==> src/rtl/reg_array_arbiter.sv <==
`timescale 1ns/1ps
`default_nettype none
// ============================================================================
// Module   : reg_array_arbiter
// Purpose  : Two-port round-robin arbiter and sequencer for the K2 register
//            array. Serialises requester transactions onto the single array
//            access port using an IDLE -> ACCESS -> RESP sequence.
// Ports    : clk, rst               - clock, synchronous active-high reset
//            req0/1, we0/1          - request and write/read select per port
//            addr0/1, wdata0/1      - target register and write data per port
//            ack0/1, rdata0/1       - one-cycle completion pulse, read data
//            ra_R_W, ra_select,     - array write strobe, select, write data
//            ra_d
//            ra_q                   - registered array read data
//            busy, gnt_id           - transaction in flight, granted port
// Revision : 1.0 - initial release
// ============================================================================
module reg_array_arbiter #(
    parameter int bits              = 8,
    parameter int array_select_size = 2
) (
    input  logic                         clk,
    input  logic                         rst,
    input  logic                         req0,
    input  logic                         req1,
    input  logic                         we0,
    input  logic                         we1,
    input  logic [array_select_size-1:0] addr0,
    input  logic [array_select_size-1:0] addr1,
    input  logic [bits-1:0]              wdata0,
    input  logic [bits-1:0]              wdata1,
    output logic                         ack0,
    output logic                         ack1,
    output logic [bits-1:0]              rdata0,
    output logic [bits-1:0]              rdata1,
    output logic                         ra_R_W,
    output logic [array_select_size-1:0] ra_select,
    output logic [bits-1:0]              ra_d,
    input  logic [bits-1:0]              ra_q,
    output logic                         busy,
    output logic                         gnt_id
);

    typedef enum logic [1:0] {
        ST_IDLE   = 2'd0,
        ST_ACCESS = 2'd1,
        ST_RESP   = 2'd2
    } state_t;

    state_t                         state_q,      state_d;
    logic                           last_grant_q, last_grant_d;
    logic                           gnt_id_q,     gnt_id_d;
    logic [array_select_size-1:0]   addr_q,       addr_d;
    logic [bits-1:0]                wdata_q,      wdata_d;
    logic                           wstrobe_q,    wstrobe_d;
    logic                           ack0_q,       ack0_d;
    logic                           ack1_q,       ack1_d;
    logic                           busy_q,       busy_d;

    logic                           w_any_req;
    logic                           w_winner;

    // Round-robin pick: a lone requester always wins; on a tie the port that
    // was not granted last time wins.
    always_comb begin
        w_any_req = req0 | req1;
        if (req0 && req1) begin
            w_winner = ~last_grant_q;
        end else begin
            w_winner = req1;
        end
    end

    always_comb begin
        state_d      = state_q;
        last_grant_d = last_grant_q;
        gnt_id_d     = gnt_id_q;
        addr_d       = addr_q;
        wdata_d      = wdata_q;
        wstrobe_d    = 1'b0;
        ack0_d       = 1'b0;
        ack1_d       = 1'b0;
        busy_d       = busy_q;

        case (state_q)
            ST_IDLE: begin
                busy_d = 1'b0;
                if (w_any_req) begin
                    // Payload is captured here so the array port sees a
                    // stable select/data even if the requester misbehaves.
                    state_d      = ST_ACCESS;
                    last_grant_d = w_winner;
                    gnt_id_d     = w_winner;
                    addr_d       = w_winner ? addr1  : addr0;
                    wdata_d      = w_winner ? wdata1 : wdata0;
                    // Strobe is registered so it is high exactly during ACCESS.
                    wstrobe_d    = w_winner ? we1    : we0;
                    busy_d       = 1'b1;
                end
            end

            ST_ACCESS: begin
                // The array commits the write / captures ra_q at the end of
                // this cycle; the ack lands in RESP alongside that data.
                state_d = ST_RESP;
                ack0_d  = ~gnt_id_q;
                ack1_d  = gnt_id_q;
                busy_d  = 1'b1;
            end

            ST_RESP: begin
                // No arbitration here: a req seen now is handled from IDLE.
                state_d = ST_IDLE;
                busy_d  = 1'b0;
            end

            default: begin
                state_d = ST_IDLE;
                busy_d  = 1'b0;
            end
        endcase
    end

    always_ff @(posedge clk) begin
        if (rst) begin
            state_q      <= ST_IDLE;
            last_grant_q <= 1'b1;      // requester 0 wins the first tie
            gnt_id_q     <= 1'b0;
            addr_q       <= '0;
            wdata_q      <= '0;
            wstrobe_q    <= 1'b0;
            ack0_q       <= 1'b0;
            ack1_q       <= 1'b0;
            busy_q       <= 1'b0;
        end else begin
            state_q      <= state_d;
            last_grant_q <= last_grant_d;
            gnt_id_q     <= gnt_id_d;
            addr_q       <= addr_d;
            wdata_q      <= wdata_d;
            wstrobe_q    <= wstrobe_d;
            ack0_q       <= ack0_d;
            ack1_q       <= ack1_d;
            busy_q       <= busy_d;
        end
    end

    assign ack0      = ack0_q;
    assign ack1      = ack1_q;
    // ra_q already holds the value captured at the end of ACCESS; gate it so
    // the idle port always reads zero.
    assign rdata0    = ack0_q ? ra_q : '0;
    assign rdata1    = ack1_q ? ra_q : '0;
    assign ra_R_W    = wstrobe_q;
    assign ra_select = addr_q;
    assign ra_d      = wdata_q;
    assign busy      = busy_q;
    assign gnt_id    = gnt_id_q;

endmodule
`default_nettype wire
==> config.mk <==
export PLATFORM = sky130hd
export DESIGN_NAME = reg_array_arbiter
export DESIGN_NICKNAME = d
export VERILOG_FILES = /design/src/rtl/reg_array_arbiter.sv
export SDC_FILE = /design/constraint.sdc
export NUM_CORES = 1
export LEC_CHECK = 0
export CELL_PAD_IN_SITES_DETAIL_PLACEMENT = 0
export CELL_PAD_IN_SITES_GLOBAL_PLACEMENT = 1
export CORE_MARGIN = 2
export CORE_UTILIZATION = 35
export CTS_CLUSTER_SIZE = 8
export DETAILED_ROUTE_END_ITERATION = 8
export DONT_BUFFER_PORTS = 1
export PLACE_DENSITY_LB_ADDON = 0.1
export SYNTH_ARGS = -nofsm -noshare
export SYNTH_HDL_FRONTEND = slang
export SYNTH_SLANG_ARGS = --single-unit
==> constraint.sdc <==
create_clock -name clk -period 2.35 [get_ports clk]
set_input_delay 0.235 -clock clk [delete_from_list [all_inputs] [get_ports clk]]
set_output_delay 0.235 -clock clk [all_outputs]
set_load 0.01 [all_outputs]
# After elaboration in Yosys (flattened, before gate mapping)
# Cells that the tools add are included.
# W data, S select, Z words.
[classes]
addsub = 0
mul = 0
div = 0
magnitude_cmp = 0
eq_ne = 2
shifts = 0
muxes = 10
bitwise_logic = 6
n_reduce_logical = 5
[ops]
columns = ["operator", "n"]
rows = [
  ["$mux W8", 3],
  ["$not A1 Y1", 5],
  ["$mux W2", 2],
  ["$pmux W2 S2", 1],
  ["$mux W1", 3],
  ["$reduce_or A3 Y1", 1],
  ["$eq A2 B1 Y1 const B", 1],
  ["$logic_not A2 Y1", 1],
  ["$ne A2 B2 Y1 const B", 1],
  ["$pmux W1 S2", 1],
  ["$reduce_and A2 Y1", 1],
  ["$reduce_or A2 Y1", 1],
  ["$logic_and A1 B1 Y1", 1],
  ["$or A1 B1 Y1", 1],
]
[totals]
register_bits = 18
latch_bits = 0
ramBits = 0
mem_bits_ro = 0
input_bits = 34
out_inout_bits = 31
mem_count = 0

# Depth between registers and ports, before layout
# Gate-level depths: netlist (run 1).
[depth]
ltp_word = 3
mapped_depth = 4
depth_no_buf = 3

# Least setup slack after synthesis (run 1)
# Ideal clock, no wire load.
[synth_path]
path_kind = "register to register"
from = "reg state_q[0]"
to = "reg last_grant_q"
setup_ns = 0.122
arrival_time_ns = 0.930
required_ns = 2.228
path_slack_ns = 1.299
stages_incl_launch_ff = 4
cell_sequence = "dfxtp_1 > nor2_4 > buf_4 > a221o_1"
[synth_between]
elab_chain_cells = 2
[synth_rtl]
columns = ["item", "line_no", "text"]
rows = [
  ["start, declared", "50", "state_t state_q, state_d;"],
  ["start signal, assigned", "136", "state_q <= state_d;"],
  ["$logic_not A2 Y1", "85", "case (state_q)"],
  ["$reduce_and A2 Y1 (no source line)", "--", ""],
  ["end signal, assigned", "137", "last_grant_q <= last_grant_d;"],
  ["end, declared", "51", "logic last_grant_q, last_grant_d;"],
]
# Every way passes these cells.
# A chain may end at the register's enable or synchronous reset.

# Worst setup path in the final report (run 1)
[layout_path]
from = "reg state_q[0]"
to = "reg wdata_q[1] (netlist: ra_d[1])"
[layout_between]
elab_chain_cells = 2
[layout_rtl]
columns = ["item", "line_no", "text"]
rows = [
  ["$logic_not A2 Y1", "85", ""],
  ["$reduce_and A2 Y1 (no source line)", "--", ""],
  ["end signal, assigned", "140", "wdata_q <= wdata_d;"],
  ["end, declared", "54", "logic [bits-1:0] wdata_q, wdata_d;"],
]
# Every way passes these cells.

==> impl_metrics.toml, run 1 <==
[critical_path]
crit_path_start_kind = "register"
crit_path_end_kind = "register"
worstSetupPathType = "register to register"
startpoint = "state_q[0]$_SDFFE_PP0P_"
cp.required_ns = 2.49
cp_max_fo = 10
arrival_ns = 1.46
r2r-start = "state_q[0]$_SDFFE_PP0P_"

[logic_synthesis]
synth_cell_types = 21
synth-seq-cells = 18
synth_top_area_frac = 0.423
ys_warn_count = 0
syn-num-nets = 134
yosysSeqAreaShare = 0.423
netlist_instances = 100
synth_area_sq_um = 852
synth_top_area_cell = "dfxtp_1"
postSynthAreaPerCell_sq_um = 8.52
yosys-top-cells-area = "dfxtp_1 (42%), and2_1 (12%), a311oi_1 (10%), nand2_1 (10%), a21oi_1 (6.5%)"

[sta]
finalSetupTns_ns = 0
slew_headroom = 0.548
finalCritPeriodShare = 0.560
hold_violations = 0
setup_viol = 0
min_period_ns = 1.32
maxSlewViolCount = 0
worst_slew_pin_slew_ns = 0.674
fmax_mhz = 760
skew_ns = 0.00510
rsz0062_at_grt = "no"
holdWs_ns = 0.0435

[detailed_routing]
drt-total-wl_um = 2080
drt_iter0_markers = 5
wl_per_cell_um = 16.2
vias = 714
vias_per_cell = 5.58
firstDrtPassIters = 4
drc = 0
ant_nets = 0

[clock_tree]
clock_latency_ns = 0.29
clockRootBuffer = "clkbuf_4"
clockBufferDepth = 2
cts_tree = "yes"
h-tree-depth = 1
post_cts_buffers = 0
numCtsBuffers = 3
cts.sinks = 18
clk_pin_slew_ns = 0.11

[global_routing]
grt_pass1_vias = 687
grt_max_degree = 15
antenna_found_initial = 0
grtUsageTotal = 0.156
grt_pass1_wl_um = 3160
grt_overflow_total = 0

[hold_path]
hold_start = "rst"
hold_path.class = "input port to register"

[layout]
layout_commonest_cell = "nand2_1"
layout_common_cells = "nand2_1 (23), dfxtp_1 (18), and2_1 (17)"
nets = 135
antenna_cells_inserted = 0
drive_above_1_share = 0.0800
syn2layout_area_growth_pct = 5.14

[floorplan]
start_util = 0.378
die-height_um = 53.3
dieWidth_um = 53.3
num_rows = 17
coreArea_sq_um = 2250
dieArea_sq_um = 2850
io_pins = 65

[place]
hpwlAfterDp_um = 1500
numPortBuffers = 0
gp_congestion = 0.686

[power_and_ir_drop]
p_per_area_nw_per_um2 = 738
leakage_nw = 0.357
ir_drop_uv = 315

[flow_run]
maxCapViolCount = 0

[status]
outcome = "complete, no violations"
sequential cells by signal, summed over array words and instances, names as in the netlist:
signal        count
ra_R_W            1
ra_select         2
busy              1
last_grant_q      1
ack1              1
ra_d              8
gnt_id            1
state_q           2
ack0              1
through the flow:
stage	power [mW]	utilization	setup slack [ns]	area, sq um	cells
floorplan	0.460	-	1.30	852	100
global placement	0.472	0.377	1.06	850	123
detailed placement	0.475	0.377	1.04	850	123
CTS	0.674	0.397	1.02	896	128
global route	0.700	0.397	0.909	896	128
finish	0.662	0.397	1.03	896	128
critical path, stage by stage, from the launching register on:
cell and delay [ns]:
dfxtp_1 0.39, nor3_2 0.58, a311oi_1 0.18
logic make-up after synthesis:
logic type	share of synthesized area
muxes	0.0117
AOI/OAI and AO/OA	0.222
DFF	0.423
buffers and inverters	0.0440
and+or+nand+nor	0.300
area by class of cell:
cell class                 instances  area [sq um]
tap                               28          35.0
timing repair buffer               1          10.0
fill                             236          1360
clock buffer                       4          36.3
sequential                        18           360
multi-input combinational         77           454
cell usage after synthesis:
| cell | number |
|---|---|
| o31ai_1 | 1 |
| a21boi_2 | 1 |
| nor2_1 | 3 |
| and2_1 | 17 |
| dfxtp_1 | 18 |
| buf_4 | 3 |
| a221o_1 | 1 |
| and3_1 | 1 |
| mux2i_1 | 1 |
| or2_2 | 1 |
| clkbuf_1 | 1 |
| a21oi_1 | 11 |
| a21bo_1 | 1 |
| a311oi_1 | 10 |
| nor3_2 | 1 |
| o21a_1 | 1 |
| nor2b_1 | 2 |
| nor2_4 | 1 |
| buf_6 | 1 |
| nand2_1 | 23 |
| nor3_1 | 1 |
repair_timing:
action / 4_1_cts / 5_1_grt
hold buffers: 1 / 0
endpoints found under the hold margin: 13 / 0
resized for setup: 0 / 0
power breakdown:
| group | internal [mW] | switching, mW | total [mW] | leakage (nW) |
|---|---|---|---|---|
| logic | 0.0390 | 0.0574 | 0.0964 | 0.187 |
| clock network | 0.0943 | 0.0981 | 0.192 | 0.0210 |
| registers | 0.335 | 0.0374 | 0.373 | 0.149 |
| total | 0.469 | 0.193 | 0.662 | 0.357 |
final timing paths:
kind / end / slack [ns] / depth (start not counted)
worst max-delay path: ra_d[1]$_SDFFE_PP0P_ / 1.03 / 2
worst min-delay path: last_grant_q$_SDFFE_PP1P_ / 0.04 / 1
worst max register to register: ra_d[1]$_SDFFE_PP0P_ / 1.03 / 2
worst min register to register: ack0$_SDFF_PP0_ / 0.52 / 1
layer usage:
metal	share of wire	GRT usage	routed length, um
met4	0.0067	0.0769	14
met5	0	0	0
met1	0.41	0.182	850
met2	0.49	0.272	1010
met3	0.098	0.0254	203
Power figures use the tool's default switching activity.
==> run 2: changes to the inputs <==
clock period = 1.09 ns   (was 2.35 ns; I/O delays follow)
==> impl_metrics.toml, run 2 (synthesis gave the netlist of run 1 again) <==
[status]
outcome = "finished with violations"
violations = "hold timing"

[global_routing]
antenna_found_initial = 0
grt_pass1_wl_um = 3220
grtUsageTotal = 0.158
grt_max_degree = 16
grt_overflow_total = 0
grt_pass1_vias = 674

[layout]
layout_common_cells = "nand2_1 (22), and2_1 (17), dfxtp_1 (13)"
layout_commonest_cell = "nand2_1"
largest_reg_flops = 8
antenna_cells_inserted = 0
drive_above_1_share = 0.259
nets = 143
syn2layout_area_growth_pct = 22.9

[clock_tree]
h-tree-depth = 1
cts_tree = "yes"
clk_pin_slew_ns = 0.11
clock_latency_ns = 0.29
clockRootBuffer = "clkbuf_4"
numCtsBuffers = 3
clockBufferDepth = 2
cts.sinks = 18

[sta]
maxSlewViolCount = 0
fmax_mhz = 934
slew_headroom = 0.830
worst_slew_pin_slew_ns = 0.253
rsz0062_at_grt = "yes"
skew_ns = 0.000896
holdWs_ns = -0.130
min_period_ns = 1.07
hold_violations = 15
finalCritPeriodShare = 0.983
setup_viol = 0

[place]
hpwlAfterDp_um = 1580
gp_congestion = 0.627
numPortBuffers = 0

[floorplan]
io_pins = 65
coreArea_sq_um = 2250
dieArea_sq_um = 2850
start_util = 0.378
num_rows = 17
die-height_um = 53.3
dieWidth_um = 53.3

[critical_path]
cp_max_fo = 4
r2r-start = "last_grant_q$_SDFFE_PP1P_"
r2r_slack_ns = 0.02
slowest_delay_ns = 0.38
slowest_stage = "dfxtp_4"
rr_endpoint = "ra_d[2]$_SDFFE_PP0P_"
arrival_ns = 1.28
cp.required_ns = 1.30
crit_chain = "a21boi_4, buf_4, nand2_1, a311oi_1"
endpoint = "ra_d[2]$_SDFFE_PP0P_"
worstSetupPathType = "register to register"
crit_path_end_kind = "register"
startpoint = "last_grant_q$_SDFFE_PP1P_"
rr_worst_depth = 4
crit_path_start_kind = "register"

[detailed_routing]
firstDrtPassIters = 4
vias_per_cell = 5.63
wl_per_cell_um = 15.4
dr.max_layer_used = "met4"
drc = 0
drt-total-wl_um = 2100
vias = 765
wl_met2_um = 1070
drt-met1-wl_um = 812
wl_met3_um = 203
ant_nets = 0
drt_iter0_markers = 3

[power_and_ir_drop]
total_power_mw = 1.52
leakage_nw = 0.421
ir_drop_uv = 611
p_per_area_nw_per_um2 = 1450

[flow_run]
maxCapViolCount = 0

[hold_path]
hold_path.class = "input port to register"
run 2: cell type report:
cell class                 instances  area (sq um)
timing repair buffer               9           104
multi-input combinational         77           495
fill                             219          1210
clock buffer                       4          36.3
sequential                        18           377
tap                               28          35.0
run 2: layer usage:
layer | GRT usage | up-vias
li1 | - | 370
met4 | 0.0769 | 0
met3 | 0.0282 | 2
met1 | 0.199 | 348
met2 | 0.257 | 45
met5 | 0 | -
run 2: critical path: cells and delay by family (launching register included):
kind / cells / cell delay, ns
AO/OA/AOI/OAI: 2 / 0.41
buffers and inverters: 1 / 0.15
flip-flops: 1 / 0.38
AND/OR/NAND/NOR: 1 / 0.05
run 2: how the worst min path moves through the flow:
stage,cells past startpoint,startpoint,end,slack [ns]
3_3_place_gp,1,rst,gnt_id$_SDFFE_PP0P_,0.18
2_1_floorplan,1,rst,ra_d[1]$_SDFFE_PP0P_,0.18
6_report,1,rst,state_q[0]$_SDFFE_PP0P_,-0.13
4_1_cts,1,rst,gnt_id$_SDFFE_PP0P_,-0.14
3_5_place_dp,1,rst,gnt_id$_SDFFE_PP0P_,0.18
5_1_grt,1,rst,gnt_id$_SDFFE_PP0P_,-0.16
run 2: power by group:
| part | total [mW] | switching [mW] | internal, mW |
|---|---|---|---|
| sequential | 0.804 | 0.0817 | 0.722 |
| combinational | 0.305 | 0.143 | 0.162 |
| clock | 0.414 | 0.210 | 0.203 |
| total | 1.52 | 0.435 | 1.09 |
run 2: through the flow:
step / setup WS [ns] / utilization / TNS, ns / std cells / cell area (sq um)
final: 0.0191 / 0.464 / 0 / 136 / 1050
after floorplan: 0.0387 / - / 0 / 100 / 852
after global routing: -0.0512 / 0.464 / -0.434 / 136 / 1050
after CTS: -0.00169 / 0.444 / -0.00169 / 136 / 1000
after detailed placement: -0.250 / 0.406 / -2.38 / 130 / 915
after global placement: -0.205 / 0.406 / -1.99 / 130 / 915
run 2: repair_timing:
item | in CTS | in global routing
pin swaps | 8 | 12
gates cloned | 0 | 0
gates resized for setup | 9 | 11
buffers inserted | 2 | 0
endpoints found under the setup margin | 27 | 24
endpoints found under the hold margin | 15 | 15
==> run 3: changes to the inputs <==
CTS_CLUSTER_DIAMETER = 30   (was unset)
==> results of run 3 <==
No change in the layout: final DEF, timing and power equal those of run 2.
